`src/rtl/demux_1x3_if.sv`:
```
// Handshake bundle for the registered 1-to-3 demultiplexer: one upstream
// stream in, three valid/ready destinations out.
interface demux_1x3_if #(
    parameter int DATA_WIDTH = 16
);
    logic [DATA_WIDTH-1:0] in_data;
    logic [1:0]            select_1x3;
    logic                  in_valid;
    logic                  in_ready;

    logic [DATA_WIDTH-1:0] out_00_data;
    logic [DATA_WIDTH-1:0] out_01_data;
    logic [DATA_WIDTH-1:0] out_10_data;
    logic                  out_00_valid;
    logic                  out_01_valid;
    logic                  out_10_valid;
    logic                  out_00_ready;
    logic                  out_01_ready;
    logic                  out_10_ready;

    // Environment side: drives the input stream and the consumer readies.
    modport master (
        output in_data, select_1x3, in_valid,
        output out_00_ready, out_01_ready, out_10_ready,
        input  in_ready,
        input  out_00_data, out_01_data, out_10_data,
        input  out_00_valid, out_01_valid, out_10_valid
    );

    // Demux side.
    modport slave (
        input  in_data, select_1x3, in_valid,
        input  out_00_ready, out_01_ready, out_10_ready,
        output in_ready,
        output out_00_data, out_01_data, out_10_data,
        output out_00_valid, out_01_valid, out_10_valid
    );
endinterface

```
`src/rtl/demux_1x3_reg.sv`:
```
// Registered 1-to-3 demultiplexer with a one-entry holding register per
// destination; select code 11 beats are consumed, dropped and counted.
module demux_1x3_reg #(
    parameter int DATA_WIDTH = 16,
    parameter int CNT_WIDTH  = 8
) (
    input  logic                 clk,
    input  logic                 reset,
    demux_1x3_if.slave           bus,
    output logic                 drop_pulse,
    output logic [CNT_WIDTH-1:0] drop_count
);
    localparam logic [1:0] SEL_ILLEGAL = 2'b11;

    logic [2:0]            slot_ready;
    logic [2:0]            slot_free;
    logic [2:0]            valid_arr;
    logic [DATA_WIDTH-1:0] data_arr [3];
    logic                  accept;

    assign slot_ready = {bus.out_10_ready, bus.out_01_ready, bus.out_00_ready};

    // in_ready looks only at the addressed slot, so a stalled consumer
    // never blocks beats headed elsewhere.
    always_comb begin
        bus.in_ready = 1'b1;
        case (bus.select_1x3)
            2'b00:   bus.in_ready = slot_free[0];
            2'b01:   bus.in_ready = slot_free[1];
            2'b10:   bus.in_ready = slot_free[2];
            default: bus.in_ready = 1'b1;
        endcase
    end

    assign accept = bus.in_valid && bus.in_ready;

    genvar gi;
    generate
        for (gi = 0; gi < 3; gi++) begin : slot_g
            logic                  valid_q, valid_d;
            logic [DATA_WIDTH-1:0] data_q, data_d;
            logic                  write;

            always_comb begin
                slot_free[gi] = !valid_q || slot_ready[gi];
                write         = accept && (bus.select_1x3 == 2'(gi));
                valid_d       = valid_q;
                data_d        = data_q;
                if (write) begin
                    // A same-cycle drain and refill keeps valid high: no bubble.
                    valid_d = 1'b1;
                    data_d  = bus.in_data;
                end else if (valid_q && slot_ready[gi]) begin
                    valid_d = 1'b0;
                end
            end

            always_ff @(posedge clk) begin
                if (reset) begin
                    valid_q <= 1'b0;
                    data_q  <= '0;
                end else begin
                    valid_q <= valid_d;
                    data_q  <= data_d;
                end
            end

            assign valid_arr[gi] = valid_q;
            assign data_arr[gi]  = data_q;
        end
    endgenerate

    assign bus.out_00_valid = valid_arr[0];
    assign bus.out_01_valid = valid_arr[1];
    assign bus.out_10_valid = valid_arr[2];
    assign bus.out_00_data  = data_arr[0];
    assign bus.out_01_data  = data_arr[1];
    assign bus.out_10_data  = data_arr[2];

    logic                 drop_pulse_q, drop_pulse_d;
    logic [CNT_WIDTH-1:0] drop_count_q, drop_count_d;
    logic                 illegal_accept;

    always_comb begin
        illegal_accept = accept && (bus.select_1x3 == SEL_ILLEGAL);
        drop_pulse_d   = illegal_accept;
        drop_count_d   = drop_count_q;
        if (illegal_accept && (drop_count_q != {CNT_WIDTH{1'b1}})) begin
            drop_count_d = drop_count_q + 1'b1;
        end
    end

    always_ff @(posedge clk) begin
        if (reset) begin
            drop_pulse_q <= 1'b0;
            drop_count_q <= '0;
        end else begin
            drop_pulse_q <= drop_pulse_d;
            drop_count_q <= drop_count_d;
        end
    end

    assign drop_pulse = drop_pulse_q;
    assign drop_count = drop_count_q;
endmodule

```
`src/flat_wrapper.sv`:
```
// flat-port wrapper written by rule: the top's interface ports become plain ports
module demux_1x3_reg_flat 
#(
    parameter int DATA_WIDTH = 16,
    parameter int CNT_WIDTH  = 8
)
  (clk, reset, drop_pulse, drop_count, bus_in_data, bus_select_1x3, bus_in_valid, bus_out_00_ready, bus_out_01_ready, bus_out_10_ready, bus_in_ready, bus_out_00_data, bus_out_01_data, bus_out_10_data, bus_out_00_valid, bus_out_01_valid, bus_out_10_valid);
  demux_1x3_if #(.DATA_WIDTH(DATA_WIDTH)) bus_i ();
  input  logic clk;
  input  logic reset;
  output logic drop_pulse;
  output logic [CNT_WIDTH-1:0] drop_count;
  input wire logic [$bits(bus_i.in_data)-1:0] bus_in_data;
  input wire logic [$bits(bus_i.select_1x3)-1:0] bus_select_1x3;
  input wire logic [$bits(bus_i.in_valid)-1:0] bus_in_valid;
  input wire logic [$bits(bus_i.out_00_ready)-1:0] bus_out_00_ready;
  input wire logic [$bits(bus_i.out_01_ready)-1:0] bus_out_01_ready;
  input wire logic [$bits(bus_i.out_10_ready)-1:0] bus_out_10_ready;
  output wire logic [$bits(bus_i.in_ready)-1:0] bus_in_ready;
  output wire logic [$bits(bus_i.out_00_data)-1:0] bus_out_00_data;
  output wire logic [$bits(bus_i.out_01_data)-1:0] bus_out_01_data;
  output wire logic [$bits(bus_i.out_10_data)-1:0] bus_out_10_data;
  output wire logic [$bits(bus_i.out_00_valid)-1:0] bus_out_00_valid;
  output wire logic [$bits(bus_i.out_01_valid)-1:0] bus_out_01_valid;
  output wire logic [$bits(bus_i.out_10_valid)-1:0] bus_out_10_valid;
  assign bus_i.in_data = bus_in_data;
  assign bus_i.select_1x3 = bus_select_1x3;
  assign bus_i.in_valid = bus_in_valid;
  assign bus_i.out_00_ready = bus_out_00_ready;
  assign bus_i.out_01_ready = bus_out_01_ready;
  assign bus_i.out_10_ready = bus_out_10_ready;
  assign bus_in_ready = bus_i.in_ready;
  assign bus_out_00_data = bus_i.out_00_data;
  assign bus_out_01_data = bus_i.out_01_data;
  assign bus_out_10_data = bus_i.out_10_data;
  assign bus_out_00_valid = bus_i.out_00_valid;
  assign bus_out_01_valid = bus_i.out_01_valid;
  assign bus_out_10_valid = bus_i.out_10_valid;
  demux_1x3_reg #(.DATA_WIDTH(DATA_WIDTH), .CNT_WIDTH(CNT_WIDTH)) u_core (.clk(clk), .reset(reset), .bus(bus_i), .drop_pulse(drop_pulse), .drop_count(drop_count));
endmodule
```
`config.mk`:
```
export PLATFORM = sky130hd
export DESIGN_NAME = demux_1x3_reg_flat
export DESIGN_NICKNAME = d
export VERILOG_FILES = /design/src/rtl/demux_1x3_if.sv /design/src/rtl/demux_1x3_reg.sv /design/src/flat_wrapper.sv
export SDC_FILE = /design/constraint.sdc
export NUM_CORES = 1
export LEC_CHECK = 0
export CAP_MARGIN = 0
export CORE_MARGIN = 5
export CORE_UTILIZATION = 28
export CTS_CLUSTER_SIZE = 28
export DETAILED_ROUTE_END_ITERATION = 10
export DONT_BUFFER_PORTS = 1
export RECOVER_POWER = 25
export SKIP_CTS_REPAIR_TIMING = 1
export SLEW_MARGIN = 20
export SYNTH_ARGS = -nofsm -noshare
export SYNTH_HDL_FRONTEND = slang
export SYNTH_SLANG_ARGS = --single-unit
```
`constraint.sdc`:
```
create_clock -name clk -period 1.41 [get_ports clk]
set_clock_uncertainty 0.05 [all_clocks]
set_input_delay 0.282 -clock clk [delete_from_list [all_inputs] [get_ports clk]]
set_output_delay 0.282 -clock clk [all_outputs]
set_load 0.05 [all_outputs]
```
==> qor.csv, run 1 <==
stage,metric,value,unit
sta,worst hold slack,-0.0399,ns
grt,met3 Use GR,7.09,%
setup_path,Worst Path Required,1.08,ns
detailed_routing,DRC,0,
yosys,Mapped Nets,315,
layout,ant diodes,0,
floorplanning,die width,105,microns
hold_path,startpoint of the lowest-slack hold path,reset,
setup_path,Worst R2R Start,u_core.drop_count[4],
hold_path,Hold EP,u_core.drop_count[7],
cts,root buffer cell,clkbuf_8,
cts,clock sink total,60,
floorplanning,row count,34,
run_status,failing checks,"hold timing, setup timing",
detailed_routing,Vias/cell,5.26,
yosys,cell with the most instances after synthesis,dfxtp_1,
sta,unrepaired setup endpoints after global routing,true,
setup_path,Worst setup EP type,output pin,
detailed_routing,WL final,8150,microns
sta,Max Fclk,664,MHz
setup_path,Crit path arrival time,1.17,ns
detailed_routing,Via Count,2355,
grt,first-pass GRT wire length,12600,microns
pwr,P per Cell Area,1090,mW/mm^2
grt,grt met1 use,17.7,%
yosys,synthesized netlist cell count,290,
detailed_routing,Pre-Repair DR Iteration Count,4,
placement,hpwl dp,5800,microns
placement,Area after DPL,0.00301,sq mm
setup_path,R2R cell count,3,
sta,fin. max-slew vios,0,
hold_path,Hold Crit Depth,1,
cts,"CTS clk-pin slew, worst paths",0.06,ns
cts,Worst-Skew Late Latency,0.34,ns
detailed_routing,final antenna-violating net count,0,
yosys,Yosys top cell by area,dfxtp_1,
grt,number of global-route vias before repair,2321,
grt,initial antenna violation count,0,
sta,Final min period,1.51,ns
setup_path,reg2reg setup slack,0.06,ns
setup_path,startpoint class of the critical path,flip-flop,
sta,final worst path period share,107,%
floorplanning,die area,0.0110,sq mm
setup_path,worst reg2reg endpoint,u_core.drop_count[0],
pwr,worst vdd ir,535,uV
grt,Congestion Overflow GR,0,
yosys,post-synthesis cell area,0.00252,sq mm
detailed_routing,drt first-iter violations,204,
sta,Slew HR,62.6,%
yosys,ys flop type,dfxtp_1,
sta,worst-margin pin slew,0.558,ns
setup_path,worst path cell trace,"nand2b_4, o21ai_4, o21ai_4, buf_12",
hold_path,Worst Hold Class,in2reg,
yosys,Post-synth top cells,"dfxtp_1, a21oi_1, nand3_1",
cts,Num CTS Buffers,9,
sta,final hold violation count,54,
cts,Max Buffers Root-to-Sink,2,
setup_path,Buf/Inv on CP,1,
placement,pre-CTS WS,-0.149,ns
sta,post-route setup slack,-0.0956,ns
grt,met2 Usage GRT,23.3,%
setup_path,Crit Path Category,reg2out,
layout,Layout Cell Area excl Fill,0.00327,sq mm
pwr,static leakage,1.22,nW
floorplanning,Core Footprint,0.00876,sq mm
floorplanning,Die Ht,105,microns
yosys,share of the synthesized area in the top cell type,47.6,%
floorplanning,Initial Utilization,28.8,%
yosys,top post-synthesis cells by area,"dfxtp_1, a21oi_1, nand3_1",
setup_path,CP max-delay cell,dfxtp_2,
run_status,status,"complete, but fails checks",
yosys,Yosys warnings,0,
grt,gr busiest metal,met2,
layout,area delta synth->final,29.7,%
cts,CTS tree,done,
floorplanning,io pins,85,
sta,# setup viols final,1,
flow_run,MaxCap Viol Count,0,
yosys,"flops & latches, synth",60,
setup_path,CP Max Fanout,3,
placement,Placer Congestion,0.782,
grt,pin count of the biggest net entering global routing,65,
setup_path,Crit path max-delay family,flip-flops,
placement,IO Port Bufs,0,
cts,CTS H-tree lvls,3,
setup_path,CP dominant cell by count,o21ai_4,
yosys,library cells used by synthesis,36,
layout,layout cells sized above 1,31.5,%
grt,GRT Util Overall,14.6,%
layout,Layout Nets,360,
setup_path,max incr delay on CP,0.36,ns
detailed_routing,post-DR wirelength/cell,18.2,microns
yosys,"EDFF count, synth",0,
yosys,register area share after synthesis,47.6,%
yosys,share of flip-flops with an asynchronous set or reset,0,%
yosys,synthesized area per cell,8.70,sq um
[worst max-delay path by stage]
stage	start	endpoint	slack, ns	cells past startpoint
after floorplan	u_core.drop_count[4]	u_core.drop_count[0]	-0.05	4
after global placement	u_core.bus.out_10_valid	u_core.bus.out_10_data[11]	-0.1	3
after detailed placement	u_core.bus.out_10_valid	u_core.bus.out_10_data[10]	-0.15	3
after CTS	u_core.bus.out_01_valid	bus_in_ready	-0.24	4
after global routing	u_core.bus.out_10_valid	bus_in_ready	-0.15	4
final	u_core.bus.out_10_valid	bus_in_ready	-0.1	4
[state kept, by name, indices dropped and copies added (netlist names)]
register / cells
u_core.bus.out_10_valid: 1
u_core.bus.out_01_data: 16
u_core.bus.out_00_data: 16
u_core.bus.out_10_data: 16
u_core.drop_count: 8
u_core.bus.out_01_valid: 1
u_core.bus.out_00_valid: 1
u_core.drop_pulse: 1
[cells by family after synthesis]
kind of cell    Yosys count  share of synthesized area [%]
buf+inv                  29                           7.24
flops                    60                           47.6
fa+ha+maj                 1                          0.496
mux                       5                           2.13
compound gates          111                           23.6
simple gates             84                           18.9
[stage by stage]
step | setup TNS, ns | cells | hold slack [ns] | util [%] | total power [mW]
global placement | -2.35 | 430 | 0.305 | 34.4 | 2.22
CTS | -4.60 | 446 | -0.0639 | 36.3 | 3.62
finish | -0.0956 | 448 | -0.0399 | 37.3 | 3.58
floorplan | -0.125 | 290 | 0.378 | - | 2.16
global route | -0.489 | 448 | -0.0657 | 37.3 | 3.72
detailed placement | -3.68 | 430 | 0.308 | 34.4 | 2.23
[per-layer routing]
layer / vias to the layer above / wire, microns
met3: 8 / 857
met2: 99 / 3920
met1: 1108 / 3280
met4: 0 / 89
li1: 1140 / -
met5: - / 0
[cell usage in the layout (no fill, tap or decap), types with 2 or more instances in the layout]
cell type  Yosys  layout
nand2b_4       0       3
nand3b_1       2       2
dfxtp_2        0       4
clkbuf_8       0      11
a41oi_1        2       2
o21ai_0       41      39
clkbuf_1      13       3
nand2b_1       5       2
buf_4          6      61
dfxtp_1       60      49
a21oi_1       52      52
o21ai_1        8       8
nor2_1         6       6
clkinv_2       0       2
nand4_1        2       2
mux2_2         3       2
and2_1         2       2
a311oi_1       4       3
dfxtp_4        0       7
o21ai_4        0       2
and3b_2        2       2
nor2b_1        7       5
nand3_1       50      50
[power breakdown]
part           internal (mW)  switching (mW)  leakage, nW
sequential              1.74          0.0627        0.495
combinational          0.137           0.265        0.634
clock                  0.730           0.646       0.0905
[cell type report]
class | instances | area (sq um)
Clock buffer | 14 | 163
Clock inverter | 2 | 10.0
Fill cell | 930 | 5490
Multi-Input combinational cell | 201 | 1240
Sequential cell | 60 | 1230
Tap cell | 108 | 135
Timing Repair Buffer | 63 | 488
No activity file was read; power rests on OpenSTA's default activity.
==> run 2: changes to the inputs <==
- SKIP_LAST_GASP: not set -> 1
==> results of run 2 <==
No change in the layout: final DEF, timing and power equal those of run 1.
==> run 3: changes to the inputs <==
- PLACE_DENSITY: not set -> 0.41
==> run 3 against run 2 <==
Combinational power is 1% higher; routed wire length is 1.4% lower; clock power is 20% higher; first-iteration DRC count is 28% lower; critical path type unchanged; critical path depth stayed put; the run still ends with hold timing, setup timing left; clock-buffer cell count is 1 lower; global-route usage is 0.21 points lower.
==> qor.csv, run 3 (synthesis results as in run 1) <==
stage,metric,value,unit,change
cts,clock sink total,60,,unchanged
sta,Slew HR,64.0,%,was 62.6%
layout,Layout Cell Area excl Fill,0.00331,sq mm,was 0.00327 sq mm
grt,grt met1 use,20.9,%,was 17.7%
floorplanning,Core Footprint,0.00876,sq mm,unchanged
detailed_routing,WL final,8030,microns,was 8150 microns
layout,most frequent cells in the layout,"buf_4, a21oi_1, nand3_1, dfxtp_1, o21ai_0",,unchanged
floorplanning,Die Ht,105,microns,unchanged
floorplanning,row count,34,,unchanged
setup_path,Crit Path Category,reg2out,,unchanged
cts,Worst-Skew Late Latency,0.34,ns,about the same
floorplanning,die width,105,microns,unchanged
cts,"CTS clk-pin slew, worst paths",0.07,ns,was 0.06 ns
grt,Congestion Overflow GR,0,,unchanged
setup_path,Worst setup EP type,output pin,,unchanged
floorplanning,io pins,85,,unchanged
hold_path,Worst Hold Class,in2reg,,unchanged
setup_path,CP Max Fanout,3,,unchanged
sta,post-route setup slack,-0.0977,ns,was -0.0956 ns
detailed_routing,DRC,0,,unchanged
sta,fin. max-slew vios,0,,unchanged
grt,GRT Util Overall,14.4,%,was 14.6%
grt,initial antenna violation count,0,,unchanged
layout,Layout Nets,362,,was 360
pwr,worst vdd ir,355,uV,was 535 uV
layout,"commonest non-fill, non-tap cell in the layout",buf_4,,unchanged
placement,IO Port Bufs,0,,unchanged
detailed_routing,post-DR wirelength/cell,17.8,microns,was 18.2 microns
run_status,status,"complete, but fails checks",,unchanged
setup_path,Crit path arrival time,1.18,ns,was 1.17 ns
placement,pre-CTS WS,-0.141,ns,was -0.149 ns
hold_path,Hold Crit Depth,1,,unchanged
grt,met2 Usage GRT,19.2,%,was 23.3%
grt,first-pass GRT wire length,12700,microns,was 12600 microns
detailed_routing,drt first-iter violations,147,,was 204
layout,layout cells sized above 1,32.7,%,was 31.5%
layout,area delta synth->final,31.1,%,was 29.7%
detailed_routing,Via Count,2346,,was 2355
cts,Num CTS Buffers,9,,unchanged
setup_path,R2R cell count,3,,unchanged
sta,Final min period,1.51,ns,about the same
floorplanning,Initial Utilization,28.8,%,unchanged
pwr,Total Power,3.86,mW,was 3.58 mW
sta,setup tns final,-0.0977,ns,was -0.0956 ns
cts,CTS tree,done,,unchanged
placement,Area after DPL,0.00303,sq mm,was 0.00301 sq mm
grt,gr busiest metal,met1,,was met2
sta,# setup viols final,1,,unchanged
floorplanning,die area,0.0110,sq mm,unchanged
flow_run,MaxCap Viol Count,0,,unchanged
layout,ant diodes,0,,unchanged
grt,number of global-route vias before repair,2207,,was 2321
sta,Max Fclk,663,MHz,was 664 MHz
sta,worst hold slack,-0.0291,ns,was -0.0399 ns
detailed_routing,Pre-Repair DR Iteration Count,4,,unchanged
detailed_routing,final antenna-violating net count,0,,unchanged
placement,Placer Congestion,0.742,,was 0.782
pwr,static leakage,1.24,nW,was 1.22 nW
placement,hpwl dp,5630,microns,was 5800 microns
detailed_routing,Vias/cell,5.21,,was 5.26
cts,CTS H-tree lvls,3,,unchanged
run_status,failing checks,"hold timing, setup timing",,unchanged
sta,final hold violation count,6,,was 54
cts,root buffer cell,clkbuf_8,,unchanged
setup_path,startpoint class of the critical path,flip-flop,,unchanged
sta,final worst path period share,107,%,about the same
grt,pin count of the biggest net entering global routing,65,,unchanged
setup_path,Worst Path Required,1.08,ns,about the same
grt,met3 Use GR,5.36,%,was 7.09%
pwr,P per Cell Area,1170,mW/mm^2,was 1090 mW/mm^2
sta,unrepaired setup endpoints after global routing,true,,unchanged
cts,Max Buffers Root-to-Sink,2,,unchanged
sta,worst-margin pin slew,0.537,ns,was 0.558 ns
==> run 3: where the power goes <==
group / switching, mW / internal, mW
combinational: 0.269 / 0.137
clock: 0.700 / 0.962
sequential: 0.0581 / 1.73
==> run 3: metrics by stage <==
step           instances  hold WS, ns  util, %
5_1_grt              450      -0.0696     37.7
6_report             450      -0.0291     37.7
2_1_floorplan        290        0.378        -
3_5_place_dp         433        0.306     34.6
3_3_place_gp         433        0.303     34.6
4_1_cts              449      -0.0639     37.1
==> run 3: cell type report <==
class / count / area (sq um)
clock buffer: 13 / 169
clock inverter: 3 / 45.0
fill: 919 / 5460
multi-input combinational: 201 / 1220
sequential: 60 / 1230
tap: 108 / 135
timing repair buffer: 65 / 500
==> run 3: final timing paths <==
check                             from                        end  slack (ns)
max reg2reg       u_core.drop_count[6]       u_core.drop_count[3]        0.08
max            u_core.bus.out_10_valid               bus_in_ready        -0.1
min reg2reg  u_core.bus.out_00_data[0]  u_core.bus.out_00_data[0]        0.42
min                              reset       u_core.drop_count[2]       -0.03
==> run 3: worst max-delay path: stages, from the launching register on <==
cell      delay [ns]
dfxtp_4         0.38
nand2b_4        0.06
o21ai_2         0.17
o21ai_4         0.08
buf_12          0.15
==> run 3: layer usage <==
layer	part of all wire, %	up-vias
met5	0	-
met4	1.2	0
met3	9.0	9
met2	42	84
met1	48	1106
li1	-	1147
